==> src/rtl/sprite_bounce_ctrl.sv <==
// ---------------------------------------------------------------------------
// sprite_bounce_ctrl
//
// Screen-saver controller that drives a black-and-white image ROM.
//   * A small motion FSM moves the sprite's top-left corner by STEP pixels per
//     axis once every FRAMES_PER_MOVE frames. When a step would push the sprite
//     past an active-display edge, the sprite reverses direction instead.
//   * Raster coordinates are turned into image-relative ROM addresses.
//   * The ROM's registered pixel is gated to the sprite window, giving a fixed
//     3-cycle latency from px_x/px_y to pixel_out.
//
// Ports
//   clk, reset      system clock, synchronous active-high reset
//   enable          1 = motion enabled, 0 = position frozen (rendering goes on)
//   px_x, px_y      raster coordinates from the timing generator
//   px_active       raster is inside the active area
//   frame_tick      one-cycle pulse at the start of vertical blanking
//   x_img, y_img    registered ROM address, 8'hFF outside the sprite window
//   pixel_in        ROM pixel, one cycle after the address
//   pixel_out       sprite pixel, raster + 3 cycles
//   pos_x, pos_y    sprite top-left corner
//   dir_x, dir_y    0 = right/down, 1 = left/up
// ---------------------------------------------------------------------------
module sprite_bounce_ctrl #(
  parameter int unsigned H_ACTIVE        = 640,
  parameter int unsigned V_ACTIVE        = 480,
  parameter int unsigned IMG_W           = 21,
  parameter int unsigned IMG_H           = 230,
  parameter int unsigned STEP            = 1,
  parameter int unsigned FRAMES_PER_MOVE = 2
) (
  input  logic       clk,
  input  logic       reset,
  input  logic       enable,
  input  logic [9:0] px_x,
  input  logic [9:0] px_y,
  input  logic       px_active,
  input  logic       frame_tick,
  output logic [7:0] x_img,
  output logic [7:0] y_img,
  input  logic       pixel_in,
  output logic       pixel_out,
  output logic [9:0] pos_x,
  output logic [9:0] pos_y,
  output logic       dir_x,
  output logic       dir_y
);

  localparam int unsigned CNT_W = (FRAMES_PER_MOVE > 1) ? $clog2(FRAMES_PER_MOVE) : 1;
  localparam logic [CNT_W-1:0] CNT_LAST = CNT_W'(FRAMES_PER_MOVE - 1);

  localparam logic [10:0] H_ACT_11 = 11'(H_ACTIVE);
  localparam logic [10:0] V_ACT_11 = 11'(V_ACTIVE);
  localparam logic [10:0] IMG_W_11 = 11'(IMG_W);
  localparam logic [10:0] IMG_H_11 = 11'(IMG_H);
  localparam logic [10:0] STEP_11  = 11'(STEP);
  localparam logic [9:0]  STEP_10  = 10'(STEP);

  typedef enum logic [1:0] {
    S_WAIT   = 2'd0,
    S_COUNT  = 2'd1,
    S_MOVE_X = 2'd2,
    S_MOVE_Y = 2'd3
  } state_e;

  // One axis of motion. Returns {new_dir, new_pos}. The edge test is done in
  // 11 bits so pos + extent + STEP cannot wrap; the position itself always
  // stays inside 10 bits because of the bounce.
  function automatic logic [10:0] axis_step(input logic [9:0]  pos,
                                            input logic        dir,
                                            input logic [10:0] extent,
                                            input logic [10:0] limit);
    logic [10:0] res;
    if (!dir) begin
      if (({1'b0, pos} + extent + STEP_11) > limit) res = {1'b1, pos - STEP_10};
      else                                          res = {1'b0, pos + STEP_10};
    end else begin
      if ({1'b0, pos} < STEP_11) res = {1'b0, pos + STEP_10};
      else                       res = {1'b1, pos - STEP_10};
    end
    return res;
  endfunction

  state_e           state_q, state_d;
  logic [CNT_W-1:0] cnt_q, cnt_d;
  logic [9:0]       pos_x_q, pos_x_d, pos_y_q, pos_y_d;
  logic             dir_x_q, dir_x_d, dir_y_q, dir_y_d;
  logic [10:0]      step_x_s, step_y_s;

  logic             win_s;
  logic [7:0]       x_img_d, y_img_d;
  logic [7:0]       x_img_q, y_img_q;
  logic             win_q, win_d2_q, pixel_out_q;

  assign step_x_s = axis_step(pos_x_q, dir_x_q, IMG_W_11, H_ACT_11);
  assign step_y_s = axis_step(pos_y_q, dir_y_q, IMG_H_11, V_ACT_11);

  // Motion FSM state register.
  always_ff @(posedge clk) begin
    if (reset) state_q <= S_WAIT;
    else       state_q <= state_d;
  end

  // Motion FSM next-state logic; ticks seen outside WAIT are simply dropped.
  always_comb begin
    state_d = state_q;
    case (state_q)
      S_WAIT: begin
        if (frame_tick && enable) state_d = S_COUNT;
        else                      state_d = S_WAIT;
      end
      S_COUNT: begin
        if (cnt_q == CNT_LAST) state_d = S_MOVE_X;
        else                   state_d = S_WAIT;
      end
      S_MOVE_X: state_d = S_MOVE_Y;
      S_MOVE_Y: state_d = S_WAIT;
      default:  state_d = S_WAIT;
    endcase
  end

  // Motion FSM outputs: frame counter and per-axis position/direction updates.
  always_comb begin
    cnt_d   = cnt_q;
    pos_x_d = pos_x_q;
    pos_y_d = pos_y_q;
    dir_x_d = dir_x_q;
    dir_y_d = dir_y_q;
    case (state_q)
      S_COUNT: begin
        if (cnt_q == CNT_LAST) cnt_d = '0;
        else                   cnt_d = cnt_q + CNT_W'(1);
      end
      S_MOVE_X: begin
        dir_x_d = step_x_s[10];
        pos_x_d = step_x_s[9:0];
      end
      S_MOVE_Y: begin
        dir_y_d = step_y_s[10];
        pos_y_d = step_y_s[9:0];
      end
      default: begin
        cnt_d = cnt_q;
      end
    endcase
  end

  // Motion datapath registers.
  always_ff @(posedge clk) begin
    if (reset) begin
      cnt_q   <= '0;
      pos_x_q <= 10'd0;
      pos_y_q <= 10'd0;
      dir_x_q <= 1'b0;
      dir_y_q <= 1'b0;
    end else begin
      cnt_q   <= cnt_d;
      pos_x_q <= pos_x_d;
      pos_y_q <= pos_y_d;
      dir_x_q <= dir_x_d;
      dir_y_q <= dir_y_d;
    end
  end

  // Sprite window test and image-relative address. Only the low 8 bits of the
  // offset are needed, and they are the same whether the subtraction is done
  // in 8 or 10 bits.
  always_comb begin
    win_s = px_active
          && (px_x >= pos_x_q) && ({1'b0, px_x} < ({1'b0, pos_x_q} + IMG_W_11))
          && (px_y >= pos_y_q) && ({1'b0, px_y} < ({1'b0, pos_y_q} + IMG_H_11));
    if (win_s) begin
      x_img_d = px_x[7:0] - pos_x_q[7:0];
      y_img_d = px_y[7:0] - pos_y_q[7:0];
    end else begin
      x_img_d = 8'hFF;
      y_img_d = 8'hFF;
    end
  end

  // Address/pixel pipeline: stage 1 address, stage 2 is the ROM register
  // (window flag delayed alongside), stage 3 gated pixel.
  always_ff @(posedge clk) begin
    if (reset) begin
      x_img_q     <= 8'hFF;
      y_img_q     <= 8'hFF;
      win_q       <= 1'b0;
      win_d2_q    <= 1'b0;
      pixel_out_q <= 1'b0;
    end else begin
      x_img_q     <= x_img_d;
      y_img_q     <= y_img_d;
      win_q       <= win_s;
      win_d2_q    <= win_q;
      pixel_out_q <= pixel_in & win_d2_q;
    end
  end

  assign x_img     = x_img_q;
  assign y_img     = y_img_q;
  assign pixel_out = pixel_out_q;
  assign pos_x     = pos_x_q;
  assign pos_y     = pos_y_q;
  assign dir_x     = dir_x_q;
  assign dir_y     = dir_y_q;

endmodule

==> config.mk <==
export PLATFORM = sky130hd
export DESIGN_NAME = sprite_bounce_ctrl
export DESIGN_NICKNAME = d
export VERILOG_FILES = /design/src/rtl/sprite_bounce_ctrl.sv
export SDC_FILE = /design/constraint.sdc
export NUM_CORES = 1
export LEC_CHECK = 0
export ABC_AREA = 1
export CAP_MARGIN = 20
export CORE_ASPECT_RATIO = 1.75
export CORE_UTILIZATION = 40
export DETAILED_ROUTE_END_ITERATION = 8
export PLACE_DENSITY = 0.73
export SYNTH_ARGS = -nofsm -noshare
export SYNTH_HDL_FRONTEND = slang
export SYNTH_SLANG_ARGS = --single-unit
export TNS_END_PERCENT = 10
==> constraint.sdc <==
create_clock -name clk -period 7.3 [get_ports clk]
set_clock_uncertainty 0.2 [all_clocks]
set_input_delay 1.095 -clock clk [delete_from_list [all_inputs] [get_ports clk]]
set_output_delay 1.095 -clock clk [all_outputs]
set_load 0.02 [all_outputs]
==> impl_metrics.ini, run 1 <==
[logic_synthesis]
ys_seq_area_share_pct = 19.9
synth.avg_cell_area_um2 = 6.72
syn-cell-area_mm2 = 0.00443
ys.flop_type = dfxtp_1
ys_ff_latch = 44
synth_edf_count = 0
async_flop_share_pct = 0
synth_cell_type_count = 51
synth_warnings = 0
synthCells = 659
syn_nets = 732

[drt]
vias_per_cell = 5.26
drc_errors = 0
wl_met2_mm = 7.02
highest_layer = met4
drt_pre_antenna_iters = 4
postRouteWirelength_mm = 12.3
met3WireLength_um = 304
vias = 4424
routedWlPerCell_um = 14.6
ant_nets = 0
drt-initial-drc-count = 168
drt-met1-wl_mm = 4.32

[sta]
hold_viol_final = 0
max_freq_mhz = 309
tightest_slew_ns = 0.729
final.setup.tns_ns = 0
rsz0062_at_grt = no
slew_headroom_pct = 51.2
finalWorstSetupSlack_ns = 4.06
min_period_over_period_pct = 44.4
fin_hold_ws_ns = 0.228
setup_viol = 0
slew_viol_final = 0
fin_crit_ns = 3.24

[worst_setup_path]
critPathBufInv = 3
crit_slowest_cell = clkdlybuf4s50_1
critPathMostFrequentCell = nand2_1
crit_chain = clkdlybuf4s50_1 > inv_1 > ha_1 > fa_1 > nand2_1 > a21oi_1 > o221ai_1 > nand3_1 > nor2_1 > nand3_2 > inv_2 > nand2_1
crit_arrival_ns = 3.22
path_delay_family = buffers and inverters
worstReg2RegEnd = x_img[5]$_SDFF_PP1_
max_stage_delay_ns = 0.45
worstReg2RegStart = pos_y[1]$_SDFFE_PP0N_
worstSetupPathType = input pin to flip-flop
crit_path_start_kind = input pin
endpoint_kind = flip-flop
critPathMaxFanout = 15
r2r_cells = 20
regToRegSetupSlack_ns = 4.06
cp.required_ns = 7.27

[cts]
clock-sinks = 44
cts_resized = 0
htreeDepth = 2
clkLatencyLatePin_ns = 0.29
cts_setup_buffers = 0
ctsHoldBuffers = 0
clockBufferDepth = 2
cts_buffers = 5
clk_pin_slew_ns = 0.07
cts_tree = done
cts_root_buf = clkbuf_16

[global_routing]
antenna_found_initial = 0
grt_pass1_vias = 4308
grt_max_degree = 24
grt_pass1_wl_mm = 19.6
gr-total-overflow = 0
grt.total_usage_pct = 22.1

[cells_and_area]
nNetsFinal = 783
antenna_cells = 0
areaGrowthSynthToFinish_pct = 19.1
layout-drive-gt1-share_pct = 8.58
final_cell_mix = nand2_1, inv_1, clkdlybuf4s50_1, nand3_1, nor2_1
layout_commonest_cell = nand2_1

[job]
cap_violations = 0

[place]
globalplace.congestion = 0.953
io_buffer_count = 64
place_ws_ns = 3.75
hpwl_mm = 10.0

[floorplanning]
die_w_um = 81.5
pin_count = 65
start_util_pct = 41.1
num_rows = 50
dieHeight_um = 141
core_mm2 = 0.0108
die-area_mm2 = 0.0115

[min_path]
holdPathEnd = pixel_out$_SDFF_PP0_
hp-start = win_d2_q$_SDFF_PP0_
holdPathStages = 2
holdCritPathClass = flip-flop to flip-flop

[power_and_ir_drop]
p_per_area_mw_per_mm2 = 115
power_mw = 0.606
peakVddDrop_mv = 0.147
p_leak_nw = 2.47

[status]
status = finished clean
[how the worst max path moves through the flow]
stage	from	slack (ns)	depth (start not counted)	to
floorplan	px_y[0]	4.41	12	x_img[3]$_SDFF_PP1_
global placement	px_y[0]	3.79	12	x_img[6]$_SDFF_PP1_
detailed placement	px_y[0]	3.75	12	x_img[5]$_SDFF_PP1_
CTS	pos_y[1]$_SDFFE_PP0N_	4.02	20	x_img[5]$_SDFF_PP1_
global route	pos_y[1]$_SDFFE_PP0N_	3.79	18	y_img[1]$_SDFF_PP1_
finish	px_y[0]	4.06	12	x_img[5]$_SDFF_PP1_
[synth_stat cells, types with 3 or more instances]
master    number  area share (%)
a211oi_1       3            0.51
nand3_1       58             6.6
a21oi_2        4            0.79
dfxtp_1       44              20
nor3_1         8            0.90
nor2_1        54             4.6
o21ai_2        4            0.79
nand3_2        5             1.1
buf_6          4             1.0
buf_2          4            0.45
nand2_4        5             1.3
nand2_2       12             1.7
nand3b_1       5            0.85
o21ai_1        3            0.34
o21ai_0       32             3.6
inv_1         76             6.4
nand4_1        5            0.71
o31ai_1        3            0.51
nand2_1      142              12
inv_2          9            0.76
xor2_1        33             6.5
clkbuf_1       6            0.51
ha_1          45              13
buf_4          5            0.85
a21oi_1       46             5.2
o21a_1         3            0.51
xnor2_1        7             1.4
[tightest hold or removal path, delay by kind of cell (launching register included)]
| family | cells | cell delay (ns) |
|---|---|---|
| and+or+nand+nor | 2 | 0.09 |
| DFF | 1 | 0.30 |
[area by class of cell]
class                      instances  area (µm²)
multi-input combinational        506        3080
clock inverter                     3        46.3
clock buffer                       5         125
timing repair buffer              64         641
inverter                          89         339
sequential                        44         881
tap                              130         163
fill                            1076        5490
[routing by layer]
metal,GRT usage (%),up-vias
met4,14.6,0
met3,1.81,40
met5,0,-
met1,20.8,2031
li1,-,2252
met2,42.9,101
[report_power, final]
part,total (mW),switching (mW),internal (mW)
sequential,0.245,0.00299,0.242
combinational,0.0930,0.0509,0.0420
clock,0.268,0.105,0.163
total,0.606,0.159,0.447
[logic make-up after synthesis]
kind of cell,synth area share [%]
buffers and inverters,10.6
adders and majority gates,13.6
AOI/OAI and AO/OA,14.1
DFF,19.9
xor gates and xnor gates,8.28
and+or+nand+nor,33.5
[flip-flops by register name, indices dropped and copies added, names as in the netlist, named ones only]
| signal | flops |
|---|---|
| win_d2_q | 1 |
| cnt_q | 1 |
| state_q | 1 |
| pixel_out | 1 |
| dir_x | 1 |
| win_q | 1 |
| x_img | 8 |
| pos_y | 10 |
| y_img | 8 |
| pos_x | 10 |
| dir_y | 1 |
[through the flow]
step                      instance area, µm²  instances  util, %
final                                   5270        841     49.0
after global routing                    5270        841     49.0
after CTS                               5270        841     49.0
after detailed placement                5100        833     47.4
after global placement                  5100        833     47.4
after floorplan                         4430        659        -
Note: power is estimated with default switching activity, not from simulation.
==> run 2: changes to the inputs <==
==> constraint.sdc (replaced) <==
create_clock -name clk -period 3 [get_ports clk]
set_clock_uncertainty 0.2 [all_clocks]
set_input_delay 0.45 -clock clk [delete_from_list [all_inputs] [get_ports clk]]
set_output_delay 0.45 -clock clk [all_outputs]
set_load 0.02 [all_outputs]
==> impl_metrics.ini, run 2 (synthesis results as in run 1) <==
[status]
status = finished clean

[drt]
drt_pre_antenna_iters = 5
postRouteWirelength_mm = 12.9
vias_per_cell = 5.26
ant_nets = 0
drc_errors = 0
drt-initial-drc-count = 171
routedWlPerCell_um = 15.0
vias = 4517

[worst_setup_path]
crit_path_start_kind = flip-flop
crit_slowest_cell = dfxtp_4
max_stage_delay_ns = 0.37
crit_chain = buf_4 > nand2_2 > nand2_1 > nand2_2 > nand2_4 > xor2_4 > inv_1 > ha_1 > nand2_1 > o21a_1 > o21ai_0 > nand2_1 > nand3b_1 > nand3_1 > inv_1 > o21ai_2 > nand3_2 > or2_1
crit_arrival_ns = 2.76
cp.required_ns = 2.98
critPathMostFrequentCell = nand2_1
critPathMaxFanout = 5
endpoint_kind = flip-flop
worstSetupPathType = flip-flop to flip-flop

[place]
globalplace.congestion = 0.948
io_buffer_count = 64
hpwl_mm = 10.3
place_area_mm2 = 0.00523
dp.cells = 851

[sta]
slew_headroom_pct = 69.8
fin_crit_ns = 2.78
max_freq_mhz = 360
slew_viol_final = 0
hold_viol_final = 0
setup_viol = 0
min_period_over_period_pct = 92.6
tightest_slew_ns = 0.452
final.setup.tns_ns = 0

[cts]
cts_tree = done
cts_root_buf = clkbuf_16
cts_setup_buffers = 0
clk_pin_slew_ns = 0.07
clkLatencyLatePin_ns = 0.30
clock-sinks = 44
cts_buffers = 5
clockBufferDepth = 2
htreeDepth = 2

[power_and_ir_drop]
p_per_area_mw_per_mm2 = 260
p_leak_nw = 2.57
peakVddDrop_mv = 0.216

[cells_and_area]
nNetsFinal = 801
layout-drive-gt1-share_pct = 12.0
fin_area_mm2 = 0.00545
final_cell_mix = nand2_1, inv_1, clkdlybuf4s50_1, nand3_1, nor2_1
layout_commonest_cell = nand2_1
antenna_cells = 0
final_cells = 858
areaGrowthSynthToFinish_pct = 23.0

[global_routing]
grt_max_degree = 23
grt_pass1_vias = 4367
gr-total-overflow = 0
antenna_found_initial = 0
grt.total_usage_pct = 22.9
grt_pass1_wl_mm = 20.2

[min_path]
holdCritPathClass = flip-flop to flip-flop

[job]
cap_violations = 0

[floorplanning]
start_util_pct = 41.1
die-area_mm2 = 0.0115
num_rows = 50
dieHeight_um = 141
pin_count = 65
die_w_um = 81.5
core_mm2 = 0.0108
-- run 2: worst paths after layout --
path / from / end / slack (ns) / depth (start not counted)
setup / recovery: pos_x[0]$_SDFFE_PP0P_ / x_img[7]$_SDFF_PP1_ / 0.22 / 18
hold / removal: win_d2_q$_SDFF_PP0_ / pixel_out$_SDFF_PP0_ / 0.22 / 2
setup reg to reg: pos_x[0]$_SDFFE_PP0P_ / x_img[7]$_SDFF_PP1_ / 0.22 / 18
hold reg to reg: win_d2_q$_SDFF_PP0_ / pixel_out$_SDFF_PP0_ / 0.22 / 2
-- run 2: area by class of cell --
type                    count  area [µm²]
fillers                  1098        5320
clock buffers               7         153
repair buffers             82         776
multi-input cells         506        3120
flip-flops and latches     44         888
well taps                 130         163
inverters                  89         344
-- run 2: per-layer routing --
layer	vias up	wire length, µm	global-route usage, %	part of all wire, %
met5	-	0	0	0
met3	27	414	2.85	3.2
li1	2283	-	-	-
met1	2104	4520	21.9	35
met2	103	7500	45.5	58
met4	0	442	10.6	3.4
-- run 2: stage by stage --
stage	utilization (%)	setup slack (ns)	hold WS, ns	total power, mW
4_1_cts	50.1	0.0955	0.225	1.42
3_5_place_dp	48.6	0.124	0.216	0.837
3_3_place_gp	48.6	0.167	0.209	0.831
6_report	50.6	0.222	0.220	1.41
5_1_grt	50.6	-0.0164	0.242	1.47
2_1_floorplan	-	0.160	0.188	0.750
-- run 2: critical path, delay by kind of cell, from the launching register on --
| family | cells | cell delay [ns] |
|---|---|---|
| simple gates | 10 | 1.00 |
| flops | 1 | 0.37 |
| compound gates | 3 | 0.37 |
| fa+ha+maj | 1 | 0.29 |
| buf+inv | 3 | 0.25 |
| xor+xnor | 1 | 0.19 |
-- run 2: report_power, final --
group	leakage [nW]	switching, mW	internal, mW
logic	2.13	0.128	0.106
clock network	0.0760	0.237	0.350
registers	0.358	0.00485	0.589
-- run 2: timing repair --
| action | CTS | global route |
|---|---|---|
| setup endpoints to repair | 0 | 17 |
| hold buffers | 0 | 0 |
| resized for setup | 0 | 16 |
